`config.mk`:
```
export PLATFORM = sky130hd
export DESIGN_NAME = seg_scan_ctrl
export DESIGN_NICKNAME = d
export VERILOG_FILES = /design/src/rtl/seg_scan_ctrl.sv
export SDC_FILE = /design/constraint.sdc
export NUM_CORES = 1
export LEC_CHECK = 0
export ABC_AREA = 1
export CAP_MARGIN = 5
export CORE_MARGIN = 8
export CORE_UTILIZATION = 40
export CTS_BUF_LIST = sky130_fd_sc_hd__clkbuf_8
export DETAILED_ROUTE_END_ITERATION = 6
export GPL_TIMING_DRIVEN = 1
export SLEW_MARGIN = 10
export SYNTH_ARGS = -nofsm -noshare
export SYNTH_HDL_FRONTEND = slang
export SYNTH_SLANG_ARGS = --single-unit
export TNS_END_PERCENT = 20
```
`constraint.sdc`:
```
create_clock -name clk -period 3.7 [get_ports clk]
set_input_delay 0.74 -clock clk [delete_from_list [all_inputs] [get_ports clk]]
set_output_delay 0.74 -clock clk [all_outputs]
set_load 0.05 [all_outputs]
```
`src/rtl/seg_scan_ctrl.sv`:
```
// Time-multiplexed 7-segment scan controller with shadow/active code registers.
// Optional anti-ghosting blank interval between digits: define SEG_SCAN_GUARD_EN.
module seg_scan_ctrl #(
    parameter int unsigned NUM_DIGITS   = 4,
    parameter int unsigned DIV_MAX      = 50000,
    parameter int unsigned GUARD_CYCLES = 2
) (
    input  logic                  clk,
    input  logic                  rst_n,
    input  logic                  enable,
    input  logic                  wr_en,
    input  logic [2:0]            wr_addr,
    input  logic [2:0]            wr_data,
    input  logic                  commit,
    output logic [2:0]            seg_code,
    output logic [NUM_DIGITS-1:0] digit_sel_n,
    output logic [2:0]            scan_idx,
    output logic                  commit_pending,
    output logic                  frame_done
);

    localparam int unsigned CW    = 3;
    localparam int unsigned DIV_W = 16;
    localparam logic [DIV_W-1:0] DIV_LAST = DIV_W'(DIV_MAX - 1);
    localparam logic [CW-1:0]    IDX_LAST = CW'(NUM_DIGITS - 1);
    // An illegal parameter set leaves the scanner parked in IDLE.
    localparam bit CFG_OK = (NUM_DIGITS >= 2) && (NUM_DIGITS <= 8) &&
                            (DIV_MAX >= 1) && (DIV_MAX <= 65536) && (GUARD_CYCLES >= 1);

`ifdef SEG_SCAN_GUARD_EN
    localparam logic [DIV_W-1:0] GUARD_LAST = DIV_W'(GUARD_CYCLES - 1);
    typedef enum logic [1:0] {S_IDLE, S_DRIVE, S_GUARD} state_e;
`else
    typedef enum logic [1:0] {S_IDLE, S_DRIVE} state_e;
`endif

    state_e                 state_q, state_d;
    logic [DIV_W-1:0]       div_q, div_d;
    logic [CW-1:0]          scan_idx_q, scan_idx_d;
    logic [CW-1:0]          seg_code_q, seg_code_d;
    logic [NUM_DIGITS-1:0]  digit_sel_n_q, digit_sel_n_d;
    logic                   commit_pending_q, commit_pending_d;
    logic                   frame_done_q, frame_done_d;
    logic [CW-1:0]          shadow_q [NUM_DIGITS];
    logic [CW-1:0]          shadow_d [NUM_DIGITS];
    logic [CW-1:0]          active_q [NUM_DIGITS];
    logic [CW-1:0]          active_d [NUM_DIGITS];
    logic                   scan_go;
    logic                   advance;

    always_comb begin
        state_d          = state_q;
        div_d            = div_q;
        scan_idx_d       = scan_idx_q;
        seg_code_d       = seg_code_q;
        digit_sel_n_d    = digit_sel_n_q;
        commit_pending_d = commit_pending_q | commit;
        frame_done_d     = 1'b0;
        shadow_d         = shadow_q;
        active_d         = active_q;
        advance          = 1'b0;
        scan_go          = enable && CFG_OK;

        if (wr_en) begin
            for (int i = 0; i < NUM_DIGITS; i++) begin
                if (wr_addr == CW'(i)) shadow_d[i] = wr_data;
            end
        end

        case (state_q)
            S_IDLE: begin
                div_d         = '0;
                scan_idx_d    = '0;
                digit_sel_n_d = '1;
                // Copy uses the pre-edge shadow; a commit this cycle waits for the next chance.
                if (commit_pending_q) begin
                    active_d         = shadow_q;
                    commit_pending_d = commit;
                end
                if (scan_go) state_d = S_DRIVE;
            end
            S_DRIVE: begin
                if (!scan_go) begin
                    state_d       = S_IDLE;
                    div_d         = '0;
                    scan_idx_d    = '0;
                    digit_sel_n_d = '1;
                end else if (div_q == DIV_LAST) begin
                    div_d = '0;
`ifdef SEG_SCAN_GUARD_EN
                    state_d       = S_GUARD;
                    digit_sel_n_d = '1;
`else
                    advance = 1'b1;
`endif
                end else begin
                    div_d = div_q + DIV_W'(1);
                end
            end
`ifdef SEG_SCAN_GUARD_EN
            S_GUARD: begin
                if (!scan_go) begin
                    state_d       = S_IDLE;
                    div_d         = '0;
                    scan_idx_d    = '0;
                    digit_sel_n_d = '1;
                end else if (div_q == GUARD_LAST) begin
                    div_d   = '0;
                    state_d = S_DRIVE;
                    advance = 1'b1;
                end else begin
                    div_d = div_q + DIV_W'(1);
                end
            end
`endif
            default: state_d = S_IDLE;
        endcase

        // Frame wrap: pulse frame_done and apply a commit accepted before this cycle.
        if (advance) begin
            if (scan_idx_q == IDX_LAST) begin
                scan_idx_d   = '0;
                frame_done_d = 1'b1;
                if (commit_pending_q) begin
                    active_d         = shadow_q;
                    commit_pending_d = commit;
                end
            end else begin
                scan_idx_d = scan_idx_q + CW'(1);
            end
        end

        if (state_d == S_DRIVE) begin
            digit_sel_n_d = '1;
            for (int i = 0; i < NUM_DIGITS; i++) begin
                if (scan_idx_d == CW'(i)) begin
                    digit_sel_n_d[i] = 1'b0;
                    seg_code_d       = active_d[i];
                end
            end
        end
    end

    always_ff @(posedge clk or negedge rst_n) begin
        if (!rst_n) begin
            state_q          <= S_IDLE;
            div_q            <= '0;
            scan_idx_q       <= '0;
            seg_code_q       <= '0;
            digit_sel_n_q    <= '1;
            commit_pending_q <= 1'b0;
            frame_done_q     <= 1'b0;
            for (int i = 0; i < NUM_DIGITS; i++) begin
                shadow_q[i] <= '0;
                active_q[i] <= '0;
            end
        end else begin
            state_q          <= state_d;
            div_q            <= div_d;
            scan_idx_q       <= scan_idx_d;
            seg_code_q       <= seg_code_d;
            digit_sel_n_q    <= digit_sel_n_d;
            commit_pending_q <= commit_pending_d;
            frame_done_q     <= frame_done_d;
            shadow_q         <= shadow_d;
            active_q         <= active_d;
        end
    end

    assign seg_code       = seg_code_q;
    assign digit_sel_n    = digit_sel_n_q;
    assign scan_idx       = scan_idx_q;
    assign commit_pending = commit_pending_q;
    assign frame_done     = frame_done_q;

endmodule
```
# Yosys cells after proc, flatten, opt, wreduce, memory -nomap -nowiden
# Index checks and enable logic that the tools add are counted.
[totals]
regBits = 54
inputBits = 11
out_inout_bits = 12
wordCells = 77
[op_classes]
add_sub_neg = 2
eq_ne = 11
mux = 36
bitwise_logic = 1
reduce_logical = 12
[ops]
columns = ["op", "n"]
rows = [
  ["$mux 12", 5],
  ["$mux 16", 2],
  ["$pmux 16 s2", 1],
  ["$mux 3", 7],
  ["$add 16x1->16 const B", 1],
  ["$eq 16x16->1 const B", 1],
  ["$eq 3x2->1 const B", 5],
  ["$mux 1", 14],
  ["$reduce_and 2->1", 6],
  ["$mux 4", 2],
  ["$pmux 4 s2", 1],
  ["$eq 3x1->1 const B", 2],
  ["$logic_not 3->1", 2],
  ["$pmux 3 s2", 1],
  ["$eq 2x1->1 const B", 2],
  ["$mux 2", 2],
  ["$pmux 2 s2", 1],
  ["$reduce_bool 4->1", 1],
  ["$add 3x1->3 const B", 1],
  ["$ne 3x3->1 const B", 1],
  ["$reduce_bool 3->1", 1],
  ["$logic_not 2->1", 1],
  ["$reduce_bool 2->1", 1],
  ["$or 1x1->1", 1],
]

# Logic depth before layout (Yosys ltp)
[logic_depth]
word_depth = 10
ltp_mapped = 14
ltp_nobuf = 14

# Worst setup path before layout
# OpenSTA, ideal clock, no wires.
[synth_timing]
kind = "flip-flop to flip-flop"
start = "reg scan_idx_q[1], in the netlist scan_idx[1]"
end = "reg seg_code_q[0], in the netlist seg_code[0]"
setup_ns = 0.118
arrival_time_ns = 1.840
slack_ns = 1.742
path_stages_with_launch = 13
n_path_buf = 0
cell_sequence = "dfrtp_1 > ha_1 > nand2_1 > inv_1 > nand3_4 > nand2_1 > nand2_1 > inv_1 > nand2_1 > nand3_1 > nand2_1 > nand2_1 > nand2_1"
[synth_lines]
columns = ["element", "line_no", "text"]
rows = [
  ["start: declaration", "39", "logic [CW-1:0] scan_idx_q, scan_idx_d;"],
  ["start signal: assignment", "160", "scan_idx_q <= scan_idx_d;"],
  ["end signal: assignment", "161", "seg_code_q <= seg_code_d;"],
  ["end: declaration", "40", "logic [CW-1:0] seg_code_q, seg_code_d;"],
]

# Worst setup path in the final report
[layout_timing]
start = "reg digit_sel_n_q[3], in the netlist digit_sel_n[3]"
end = "out digit_sel_n[3]"
[layout_lines]
columns = ["element", "line_no", "text"]
rows = [
  ["start: declaration", "41", "logic [NUM_DIGITS-1:0] digit_sel_n_q, digit_sel_n_d;"],
  ["start signal: assignment", "162", "digit_sel_n_q <= digit_sel_n_d;"],
  ["end: declaration", "16", "output logic [NUM_DIGITS-1:0] digit_sel_n,"],
]
# No word-level cell between the ends.

==> flow_summary.yaml <==
setup_path:
  cp_cell_sequence: "clkdlybuf4s50_1"
  critPathMaxFanout: 2
  slowest_delay_ns: 0.80
  startpoint_type: "flop"
  cpMaxStageDelayCell: "clkdlybuf4s50_1"
  crit_family: "buffers and inverters"
  arrival_ns: 1.65
  path_class: "reg2out"
  path_buf_inv: 1
  rr_startpoint: "scan_idx[0]"
  startpoint: "digit_sel_n[3]"
  worst_setup_path_end_kind: "output port"
  worstPathRequired_ns: 2.96
layout:
  fillers: 791
  final_nets: 464
  diodes: 0
  multi_input_area_um2: 1470
  drive_gt1_share_pct: 12.2
  synthToLayoutAreaGrowth_pct: 13.9
  regArea_um2: 1360
run_status:
  status: "finished, final reports clean"
clocking:
  cts_root_buf: "clkbuf_8"
  max-clock-path-buffers: 2
  holdBufCountCts: 0
  cts_tree: "built"
  cts_sinks: 54
  post_cts_buffers: 0
  htreeDepth: 2
  cts_buffers: 5
  clk_latency_ns: 0.31
  cts_resized: 0
  clk_pin_slew_ns: 0.10
yosys:
  synth_top_family_by_area: "simple AND/OR/NAND/NOR gates"
  synthTopCellsByCount: "nand2_1 (128), inv_1 (57), dfrtp_1 (50)"
  synth.top_cell.area_share_pct: 40.2
  synthCells: 425
  synth-simple-area-share_pct: 33.5
  yosysSeqAreaShare_pct: 43.6
  yosys_warnings: 0
  synthAdderAreaFrac_pct: 0.804
  synth_area_leaders: "dfrtp_1 (40%), nand2_1 (15%), o21ai_0 (6.9%)"
  yosys-mux-area-fraction_pct: 0
  yosysUniqueCellTypes: 36
  synth_edf_count: 0
  ys_seq_elements: 54
  synthXorXnorAreaFrac_pct: 0.563
  syn_avg_cell_area_um2: 7.32
  async_flop_share_pct: 100
  ys.flop_type: "dfrtp_1"
  syn_nets: 438
  synth.most_common_cell: "nand2_1"
  synth_top_area_cell: "dfrtp_1"
  syn_area_um2: 3110
  synth-compound-area-share_pct: 12.4
die:
  die_h_um: 104
  initial_core_util_pct: 40.7
  rows: 32
  core_um2: 7650
  fp.dieW_um: 104
  io_pins: 23
  dieArea_um2: 10900
power_and_ir_drop:
  peakVddDrop_mv: 0.176
  power_leakage_nw: 1.64
  p_per_area_nw_per_um2: 390
drt:
  wl_um: 6940
  vias_per_cell: 4.84
  drt_first_pass_iters: 4
  drt-initial-drc-count: 111
  route.detailed.drc: 0
  routedWlPerCell_um: 12.5
  ant_nets: 0
  vias: 2682
sta:
  setup_tns_ns: 0
  drv_slew: 0
  finalCritPeriodShare_pct: 64.6
  finalCriticalPeriod_ns: 2.39
  setup_viol: 0
  skew_ns: 0.0152
  finalHoldViolations: 0
  worstMarginPinSlew_ns: 0.508
  hold_slack_ns: 0.338
  fmax_mhz: 419
  rsz0062_at_grt: "false"
  setup_slack_ns: 1.31
  slew_headroom_pct: 66.0
global_routing:
  grt_pass1_wl_um: 12700
  overflow: 0
  grt_pass1_vias: 2757
  grt_use_total_pct: 13.8
  grt_max_degree: 39
  grt_antenna_before_repair: 0
placed_design:
  pre_cts_slack_ns: 1.11
  io_buffer_count: 22
  gp_congestion: 0.844
  dp.final_hpwl_um: 5300
job:
  max-cap-violations: 0
worst_hold_path:
  hp-class: "in2async"
## stage by stage
stage / total power [W] / util (%) / std cells / instance area (um^2)
after global placement: 0.00100 / 44.9 / 546 / 3440
after global routing: 0.00147 / 46.3 / 554 / 3540
after floorplan: 0.000911 / - / 425 / 3110
final: 0.00138 / 46.3 / 554 / 3540
after detailed placement: 0.00101 / 44.9 / 546 / 3440
after CTS: 0.00140 / 46.3 / 554 / 3540
## final timing paths
kind / endpoint / slack [ns] / cells past startpoint
worst min register to register: seg_code[0] / 0.50 / 2
worst max register to register: seg_code[2] / 1.56 / 12
max in group asynchronous: shadow_q[8] / 2.53 / 2
worst min-delay path: div_q[4] / 0.34 / 1
min in group clk: seg_code[0] / 0.50 / 2
worst max-delay path: digit_sel_n[3] / 1.31 / 1
## power by group
group | total, W | switching [W] | internal [W]
logic | 0.000295 | 0.000194 | 0.000101
clock network | 0.000389 | 0.000192 | 0.000198
registers | 0.000696 | 0.0000355 | 0.000661
total | 0.00138 | 0.000422 | 0.000959
## metal layers
metal / GRT usage [%] / wire [um]
met1: 18.2 / 3510
met2: 22.4 / 3100
met5: 0 / 0
met4: 4.24 / 110
met3: 2.42 / 225
## layout by cell type, fill, tap and decap left out, drive strengths merged
cell	instances
nand3	24
a21oi	10
nand2	136
nand4	5
bufinv	1
conb	1
inv	66
clkdlybuf4s50	21
a31o	1
buf	3
clkinv	1
a22o	1
nor3	9
o21ai	51
and3	1
dfstp	4
dfrtp	50
xor2	2
nor4	1
nor2	51
clkbuf	5
o22ai	3
a21boi	3
ha	2
## logic make-up after synthesis
kind of cell / Yosys count
XOR/XNOR: 2
buffers and inverters: 70
adder cells (fa/ha/maj): 2
flip-flops: 54
AND/OR/NAND/NOR: 227
AO/OA/AOI/OAI: 69
other: 1
## state kept, by name (all words and copies together) (netlist names)
| name | flops |
|---|---|
| active_q | 12 |
| commit_pending | 1 |
| digit_sel_n | 4 |
| div_q | 16 |
| frame_done | 1 |
| scan_idx | 3 |
| seg_code | 3 |
| shadow_q | 12 |
| state_q | 2 |
## cell type report
class | count | area share, %
clock buffer | 5 | 1.94
multi-input combinational | 301 | 41.6
inverter | 65 | 7.03
timing repair buffer | 24 | 6.50
tap | 102 | 3.60
clock inverter | 3 | 1.06
sequential | 54 | 38.3
(Power assumes the default switching activity.)
